File: src/rtl/fifo_wr_arbiter.sv
// fifo_wr_arbiter: burst-oriented round-robin arbiter sharing one async-FIFO write port.
// Optional: define FIFO_WR_ARB_STALL_CNT_EN to add the saturating stall_cnt output.
module fifo_wr_arbiter #(
  parameter int WIDTH = 8,
  parameter int NREQ  = 4,
  parameter int BURST = 4,
  localparam int OW   = $clog2(NREQ),
  localparam int BW   = $clog2(BURST) + 1
) (
  input  logic                  wclk,
  input  logic                  wrst,
  input  logic [NREQ-1:0]       req,
  input  logic [NREQ*WIDTH-1:0] req_data,
  output logic [NREQ-1:0]       gnt,
  input  logic                  wfull,
  output logic                  winc,
  output logic [WIDTH-1:0]      wdata,
  output logic [OW-1:0]         owner,
  output logic                  busy
`ifdef FIFO_WR_ARB_STALL_CNT_EN
  ,
  output logic [15:0]           stall_cnt
`endif
);

  // Handshake: req[i] is a level held with req_data[i] stable; gnt[i] acts as
  // ready, so a word is consumed on every clock edge where gnt[i] is high.

  typedef enum logic {
    S_IDLE  = 1'b0,
    S_BURST = 1'b1
  } state_t;

  state_t          state_q, state_d;
  logic [OW-1:0]   owner_q, owner_d;
  logic [BW-1:0]   beat_q, beat_d, beat_inc;
  logic            accept;
  logic            found;
  logic [WIDTH-1:0] words [NREQ];

  for (genvar g = 0; g < NREQ; g++) begin : g_words
    assign words[g] = req_data[g*WIDTH +: WIDTH];
  end

  assign accept   = (state_q == S_BURST) && req[owner_q] && !wfull;
  assign beat_inc = beat_q + BW'(1);

  // State register; owner resets to NREQ-1 so requester 0 wins first.
  always_ff @(posedge wclk or posedge wrst) begin
    if (wrst) begin
      state_q <= S_IDLE;
      owner_q <= OW'(NREQ - 1);
      beat_q  <= '0;
    end else begin
      state_q <= state_d;
      owner_q <= owner_d;
      beat_q  <= beat_d;
    end
  end

  always_comb begin
    state_d = state_q;
    owner_d = owner_q;
    beat_d  = beat_q;
    found   = 1'b0;
    case (state_q)
      S_IDLE: begin
        if (|req) begin
          // First requester strictly after the previous owner, wrapping.
          for (int i = 1; i <= NREQ; i++) begin
            logic [OW-1:0] cand;
            cand = OW'((int'(owner_q) + i) % NREQ);
            if (!found && req[cand]) begin
              owner_d = cand;
              found   = 1'b1;
            end
          end
          beat_d  = '0;
          state_d = S_BURST;
        end
      end
      S_BURST: begin
        if (!req[owner_q]) begin
          state_d = S_IDLE;
        end else if (accept) begin
          beat_d = beat_inc;
          if (beat_inc == BW'(BURST)) state_d = S_IDLE;
        end
      end
      default: state_d = S_IDLE;
    endcase
  end

  always_comb begin
    gnt   = '0;
    winc  = 1'b0;
    wdata = '0;
    if (accept) begin
      gnt[owner_q] = 1'b1;
      winc         = 1'b1;
      wdata        = words[owner_q];
    end
    busy  = (state_q == S_BURST);
    owner = owner_q;
  end

`ifdef FIFO_WR_ARB_STALL_CNT_EN
  always_ff @(posedge wclk or posedge wrst) begin
    if (wrst) begin
      stall_cnt <= '0;
    end else if ((state_q == S_BURST) && req[owner_q] && wfull &&
                 (stall_cnt != 16'hFFFF)) begin
      stall_cnt <= stall_cnt + 16'd1;
    end
  end
`endif

endmodule

File: config.mk
export PLATFORM = sky130hd
export DESIGN_NAME = fifo_wr_arbiter
export DESIGN_NICKNAME = d
export VERILOG_FILES = /design/src/rtl/fifo_wr_arbiter.sv
export SDC_FILE = /design/constraint.sdc
export NUM_CORES = 1
export LEC_CHECK = 0
export CAP_MARGIN = 20
export CORE_MARGIN = 2
export CORE_UTILIZATION = 39
export CTS_CLUSTER_SIZE = 24
export DETAILED_ROUTE_END_ITERATION = 8
export GPL_ROUTABILITY_DRIVEN = 0
export PLACE_DENSITY = 0.85
export SLEW_MARGIN = 15
export SYNTH_ARGS = -nofsm -noshare
export SYNTH_HDL_FRONTEND = slang
export SYNTH_SLANG_ARGS = --single-unit
export TNS_END_PERCENT = 30
File: constraint.sdc
create_clock -name wclk -period 6.1 [get_ports wclk]
set_input_delay 1.22 -clock wclk [delete_from_list [all_inputs] [get_ports wclk]]
set_output_delay 1.22 -clock wclk [all_outputs]
set_load 0.005 [all_outputs]
==> results.sh, run 1 <==
export IMPL_outcome="finished, final reports clean"
export IMPL_core_um2=2170
export IMPL_ctsResizeCount=0
export IMPL_grt_start_max_net_pins=21
export IMPL_synth_top_family_by_area="multiplexers"
export IMPL_cts_setup_buffers=0
export IMPL_core_rowCount=17
export IMPL_tightest_slew_ns=0.474
export IMPL_drive_gt1_frac=0.120
export IMPL_antenna_found_initial=0
export IMPL_hp_start="beat_q[0]$_DFFE_PP0P_"
export IMPL_arrival_ns=3.26
export IMPL_grt_overflow=0
export IMPL_ys_types=31
export IMPL_path_cells="clkdlybuf4s50_1, mux4_2, nand3b_2, inv_2, and2_1, clkdlybuf4s50_1"
export IMPL_fill_cells=184
export IMPL_path_class="in2out"
export IMPL_htree_num_levels=1
export IMPL_slowest_stage="clkdlybuf4s50_1"
export IMPL_synth_seq_area_share=0.174
export IMPL_drtIter0Drc=20
export IMPL_syn_inst=83
export IMPL_synth_compound_area_frac=0.0957
export IMPL_slew_headroom=0.684
export IMPL_portBuffers=54
export IMPL_clock_root_buffer="clkbuf_4"
export IMPL_yosysWarnings=0
export IMPL_clkSinkCount=6
export IMPL_fin_tns_setup_ns=0
export IMPL_stdcell_count=161
export IMPL_cts_tree="done"
export IMPL_synthAdderAreaFrac=0.0857
export IMPL_num_vias=848
export IMPL_die_area_um2=2640
export IMPL_cts_buffer_depth=2
export IMPL_fp_dieW_um=51.4
export IMPL_timing_final_crit_share=0.735
export IMPL_ir_drop_mv=0.195
export IMPL_insertion_delay_ns=0.25
export IMPL_initial_core_util=0.404
export IMPL_cts_hold_buf=0
export IMPL_setup_viol=0
export IMPL_hold_viol=0
export IMPL_wl_um=2340
export IMPL_min_path_type="reg2reg"
export IMPL_crit_top_cell="clkdlybuf4s50_1"
export IMPL_max_stage_delay_ns=0.54
export IMPL_worst_path_buf_inv=3
export IMPL_crit_family="buffers and inverters"
export IMPL_synth_simple_area_share=0.193
export IMPL_muxShareOfSynthArea=0.340
export IMPL_fin_skew_ns=0.00333
export IMPL_diodes=0
export IMPL_maxSlewViolCount=0
export IMPL_track_usage=0.192
export IMPL_avgSynthCellArea_um2=10.6
export IMPL_cellPowerDensity_nw_per_um2=330
export IMPL_r2r_start="owner[0]$_DFFE_PP1P_"
export IMPL_synth_area_um2=876
export IMPL_worstSetupEndpointType="primary output"
export IMPL_finalPower_mw=0.462
export IMPL_final_min_clock_period_ns=4.48
export IMPL_syn_nets=128
export IMPL_critPathMaxFanout=15
export IMPL_io_pins=55
export IMPL_wl_per_cell_um=14.5
export IMPL_maxCapViolCount=0
export IMPL_ant_nets=0
export IMPL_grt_pass1_wl_um=3730
export IMPL_area_delta_synth_final_pct=59.7
export IMPL_worstSetupStartpoint="req[0]"
export IMPL_grt_pass1_vias=815
export IMPL_drt_pass1_iterations=4
export IMPL_leakage_nw=0.561
export IMPL_numCtsBuffers=3
export IMPL_crit_end="gnt[2]"
export IMPL_start_kind="primary input"
export IMPL_synth_xor_area_frac=0
export IMPL_ys_ff_latch=6
export IMPL_reg2reg_slack_ns=3.61
export IMPL_rsz0062_at_grt="false"
export IMPL_clk_pin_slew_ns=0.05
export IMPL_drc=0
export IMPL_via_per_inst=5.27
export IMPL_die_height_um=51.4
export IMPL_critical_path_depth=6
export IMPL_reg2reg_depth=5
export IMPL_fin_nets=180
export IMPL_dpl_hpwl_um=1910
export IMPL_worstPathRequired_ns=4.88
export IMPL_place_inst=158
export IMPL_timing_rr_end="owner[1]$_DFFE_PP1P_"
export IMPL_max_freq_ghz=0.223
-- layer usage --
metal	vias up	routed length, um	track usage
li1	410	-	-
met1	400	893	0.204
met2	33	1310	0.368
met3	5	80	0.0117
met4	0	59	0.110
met5	-	0	0
-- state kept, by name, indices dropped and copies added (netlist names) --
| signal | cells |
|---|---|
| beat_q | 3 |
| busy | 1 |
| owner | 2 |
-- where the power goes --
group	total, mW	switching (mW)	internal [mW]	leakage (nW)
Combinational	0.306	0.110	0.196	0.474
Sequential	0.118	0.0548	0.0628	0.0730
Clock	0.0380	0.0156	0.0223	0.0138
-- cells in the final DEF, fill, tap and decap left out, drive strengths merged --
cell type	count
clkdlybuf4s50	54
mux4	10
nor2b	9
ha	6
inv	6
o21ai	5
nor2	4
a21oi	4
and2	4
dfrtp	4
nand3	3
mux2	3
nand2	3
clkbuf	3
nand3b	3
mux2i	2
dfstp	2
a21o	1
nand2b	1
a31oi	1
o31ai	1
and3	1
a311oi	1
a32oi	1
or3	1
-- layout make-up --
type	count	area, um^2	share of cell area
flip-flops and latches	6	153	0.109
repair buffers	54	541	0.386
well taps	28	35.0	0.0250
multi-input cells	64	626	0.447
inverters	6	22.5	0.0161
clock buffers	3	22.5	0.0161
-- stage by stage --
| stage | utilization | setup slack, ns | hold WS, ns | area, um^2 |
|---|---|---|---|---|
| global route | 0.645 | 1.45 | 0.531 | 1400 |
| CTS | 0.645 | 1.60 | 0.488 | 1400 |
| detailed placement | 0.634 | 1.60 | 0.479 | 1380 |
| global placement | 0.634 | 1.68 | 0.469 | 1380 |
| finish | 0.645 | 1.62 | 0.495 | 1400 |
| floorplan | - | 2.72 | 0.452 | 876 |
-- worst min-delay path by stage --
| stage | endpoint | cells after the start | slack, ns |
|---|---|---|---|
| 2_1_floorplan | beat_q[0]$_DFFE_PP0P_ | 1 | 0.45 |
| 3_3_place_gp | beat_q[0]$_DFFE_PP0P_ | 1 | 0.47 |
| 3_5_place_dp | beat_q[0]$_DFFE_PP0P_ | 1 | 0.48 |
| 4_1_cts | beat_q[0]$_DFFE_PP0P_ | 1 | 0.49 |
| 5_1_grt | beat_q[0]$_DFFE_PP0P_ | 1 | 0.53 |
| 6_report | beat_q[0]$_DFFE_PP0P_ | 1 | 0.49 |
-- synthesized netlist by cell type --
cell type,number,share of area
buf_6,2,0.026
clkbuf_1,1,0.0043
mux2i_1,2,0.023
buf_4,1,0.0086
inv_1,5,0.021
a21o_1,1,0.0086
a311oi_1,1,0.010
o31ai_1,1,0.0086
clkbuf_8,3,0.047
nand3_1,3,0.017
nand3b_2,1,0.013
nor2_1,4,0.017
or3_1,1,0.0071
nor2b_1,9,0.064
dfrtp_1,4,0.11
o21ai_0,1,0.0057
a31oi_1,1,0.0071
mux4_2,5,0.13
o21ai_1,4,0.023
nand3b_1,2,0.017
nand2b_1,1,0.0071
dfstp_2,2,0.060
a32oi_1,1,0.010
ha_1,6,0.086
mux2_2,3,0.039
mux4_1,5,0.15
inv_2,1,0.0043
a21oi_1,4,0.023
nand2_1,3,0.013
and3_2,1,0.0086
and2_1,4,0.029
-- kinds of logic after synthesis --
group                    Yosys count
multiplexers                      15
flip-flops                         6
AO/OA/AOI/OAI                     14
buffers and inverters             13
AND/OR/NAND/NOR                   29
adder cells (fa/ha/maj)            6
(Power assumes the default switching activity.)
==> run 2, diff against run 1 <==
--- a/config.mk
+++ b/config.mk
@@ -7,11 +7,11 @@
 export LEC_CHECK = 0
 export CAP_MARGIN = 20
 export CORE_MARGIN = 2
-export CORE_UTILIZATION = 39
+export CORE_UTILIZATION = 37
 export CTS_CLUSTER_SIZE = 24
 export DETAILED_ROUTE_END_ITERATION = 8
 export GPL_ROUTABILITY_DRIVEN = 0
-export PLACE_DENSITY = 0.85
+export PLACE_DENSITY = 0.81
 export SLEW_MARGIN = 15
 export SYNTH_ARGS = -nofsm -noshare
 export SYNTH_HDL_FRONTEND = slang
==> constraint.sdc (replaced) <==
create_clock -name wclk -period 4.6 [get_ports wclk]
set_input_delay 0.92 -clock wclk [delete_from_list [all_inputs] [get_ports wclk]]
set_output_delay 0.92 -clock wclk [all_outputs]
set_load 0.005 [all_outputs]
==> results.sh, run 2 (synthesized netlist as in run 1, its figures left out) <==
export IMPL_maxSlewViolCount=0
export IMPL_clk_pin_slew_ns=0.04
export IMPL_fin_skew_ns=0.00789
export IMPL_die_height_um=52.7
export IMPL_drtIter0Drc=6
export IMPL_initial_core_util=0.392
export IMPL_clkSinkCount=6
export IMPL_track_usage=0.167
export IMPL_worst_slack_ns=0.702
export IMPL_start_kind="primary input"
export IMPL_diodes=0
export IMPL_path_class="in2out"
export IMPL_slew_headroom=0.686
export IMPL_cts_buffer_depth=2
export IMPL_timing_final_crit_share=0.847
export IMPL_worst_path_buf_inv=3
export IMPL_min_path_type="reg2reg"
export IMPL_design_area_um2=1400
export IMPL_finalPower_mw=0.611
export IMPL_via_per_inst=5.22
export IMPL_core_um2=2230
export IMPL_grt_busiest_layer="met2"
export IMPL_dpl_hpwl_um=1830
export IMPL_drt_pass1_iterations=3
export IMPL_post_dp_cell_area_um2=1380
export IMPL_max_freq_ghz=0.257
export IMPL_wl_per_cell_um=14.2
export IMPL_tightest_slew_ns=0.471
export IMPL_largest_reg_flops=3
export IMPL_die_area_um2=2770
export IMPL_cts_hold_buf=0
export IMPL_fin_util=0.626
export IMPL_grt_start_max_net_pins=21
export IMPL_grt_pass1_vias=816
export IMPL_arrival_ns=2.98
export IMPL_ant_nets=0
export IMPL_cellPowerDensity_nw_per_um2=437
export IMPL_insertion_delay_ns=0.25
export IMPL_numCtsBuffers=3
export IMPL_crit_top_cell="clkdlybuf4s50_1"
export IMPL_grt_pass1_wl_um=3440
export IMPL_area_delta_synth_final_pct=59.7
export IMPL_fill_cells=173
export IMPL_clock_root_buffer="clkbuf_4"
export IMPL_cts_setup_buffers=0
export IMPL_final_min_clock_period_ns=3.90
export IMPL_grtUsageMet2=0.308
export IMPL_path_cells="clkdlybuf4s50_1, mux4_2, nand3b_2, inv_2, and2_1, clkdlybuf4s50_1"
export IMPL_max_flop_register="beat_q"
export IMPL_worstPathRequired_ns=3.68
export IMPL_grt_overflow=0
export IMPL_ctsResizeCount=0
export IMPL_fin_tns_setup_ns=0
export IMPL_core_rowCount=17
export IMPL_num_vias=840
export IMPL_io_pins=55
export IMPL_drc=0
export IMPL_drive_gt1_frac=0.120
export IMPL_maxCapViolCount=0
export IMPL_crit_family="buffers and inverters"
export IMPL_antenna_found_initial=0
export IMPL_rsz0062_at_grt="false"
export IMPL_portBuffers=54
export IMPL_htree_num_levels=1
export IMPL_hold_viol=0
export IMPL_layout_commonest_cell="clkdlybuf4s50_1"
export IMPL_place_ws_ns=0.699
export IMPL_fp_dieW_um=52.7
export IMPL_outcome="finished, final reports clean"
export IMPL_fin_nets=180
export IMPL_slowest_stage="clkdlybuf4s50_1"
export IMPL_wl_um=2280
export IMPL_critPathMaxFanout=15
export IMPL_cts_tree="done"
export IMPL_leakage_nw=0.561
export IMPL_setup_viol=0
export IMPL_max_stage_delay_ns=0.54
export IMPL_ir_drop_mv=0.308
export IMPL_grtUsageMet1=0.183
export IMPL_final_cell_mix="clkdlybuf4s50_1 (54), nor2b_1 (9), ha_1 (6)"
export IMPL_grt_use_met3=0.0429
export IMPL_worstSetupEndpointType="primary output"
-- run 2: final timing paths --
kind                                        from                    end  slack, ns  cells past startpoint
max                                       req[0]                 gnt[2]       0.70                      6
min                        beat_q[2]$_DFFE_PP0P_  beat_q[2]$_DFFE_PP0P_       0.50                      2
max reg2reg                 owner[0]$_DFFE_PP1P_   owner[1]$_DFFE_PP1P_       2.11                      5
min reg2reg                beat_q[2]$_DFFE_PP0P_  beat_q[2]$_DFFE_PP0P_       0.50                      2
max in group asynchronous                   wrst   owner[0]$_DFFE_PP1P_       3.44                      2
min in group asynchronous                   wrst  beat_q[1]$_DFFE_PP0P_       0.90                      2
-- run 2: per-stage QoR --
step,hold slack (ns),std cells
after detailed placement,0.497,158
after CTS,0.506,161
after floorplan,0.452,83
final,0.504,161
after global placement,0.479,158
after global routing,0.564,161
-- run 2: area by class of cell --
type,count,area (um^2),share of cell area
clock buffer,3,22.5,0.0161
inverter,6,22.5,0.0161
multi-input combinational,64,626,0.447
sequential,6,153,0.109
tap,28,35.0,0.0250
timing repair buffer,54,541,0.386
-- run 2: routing by layer --
layer	part of all wire	wire length, um
met1	0.39	879
met2	0.50	1150
met3	0.090	206
met4	0.021	48
met5	0	0
-- run 2: power by group --
part           switching [mW]  leakage [nW]  internal [mW]
Sequential             0.0732        0.0730         0.0833
Clock                  0.0202        0.0138         0.0296
Combinational           0.145         0.474          0.260
-- run 2: worst min-delay path: cells and delay by family (launching register included) --
family / cells / cell delay, ns
and+or+nand+nor: 1 / 0.06
AOI/OAI and AO/OA: 1 / 0.07
DFF: 1 / 0.33
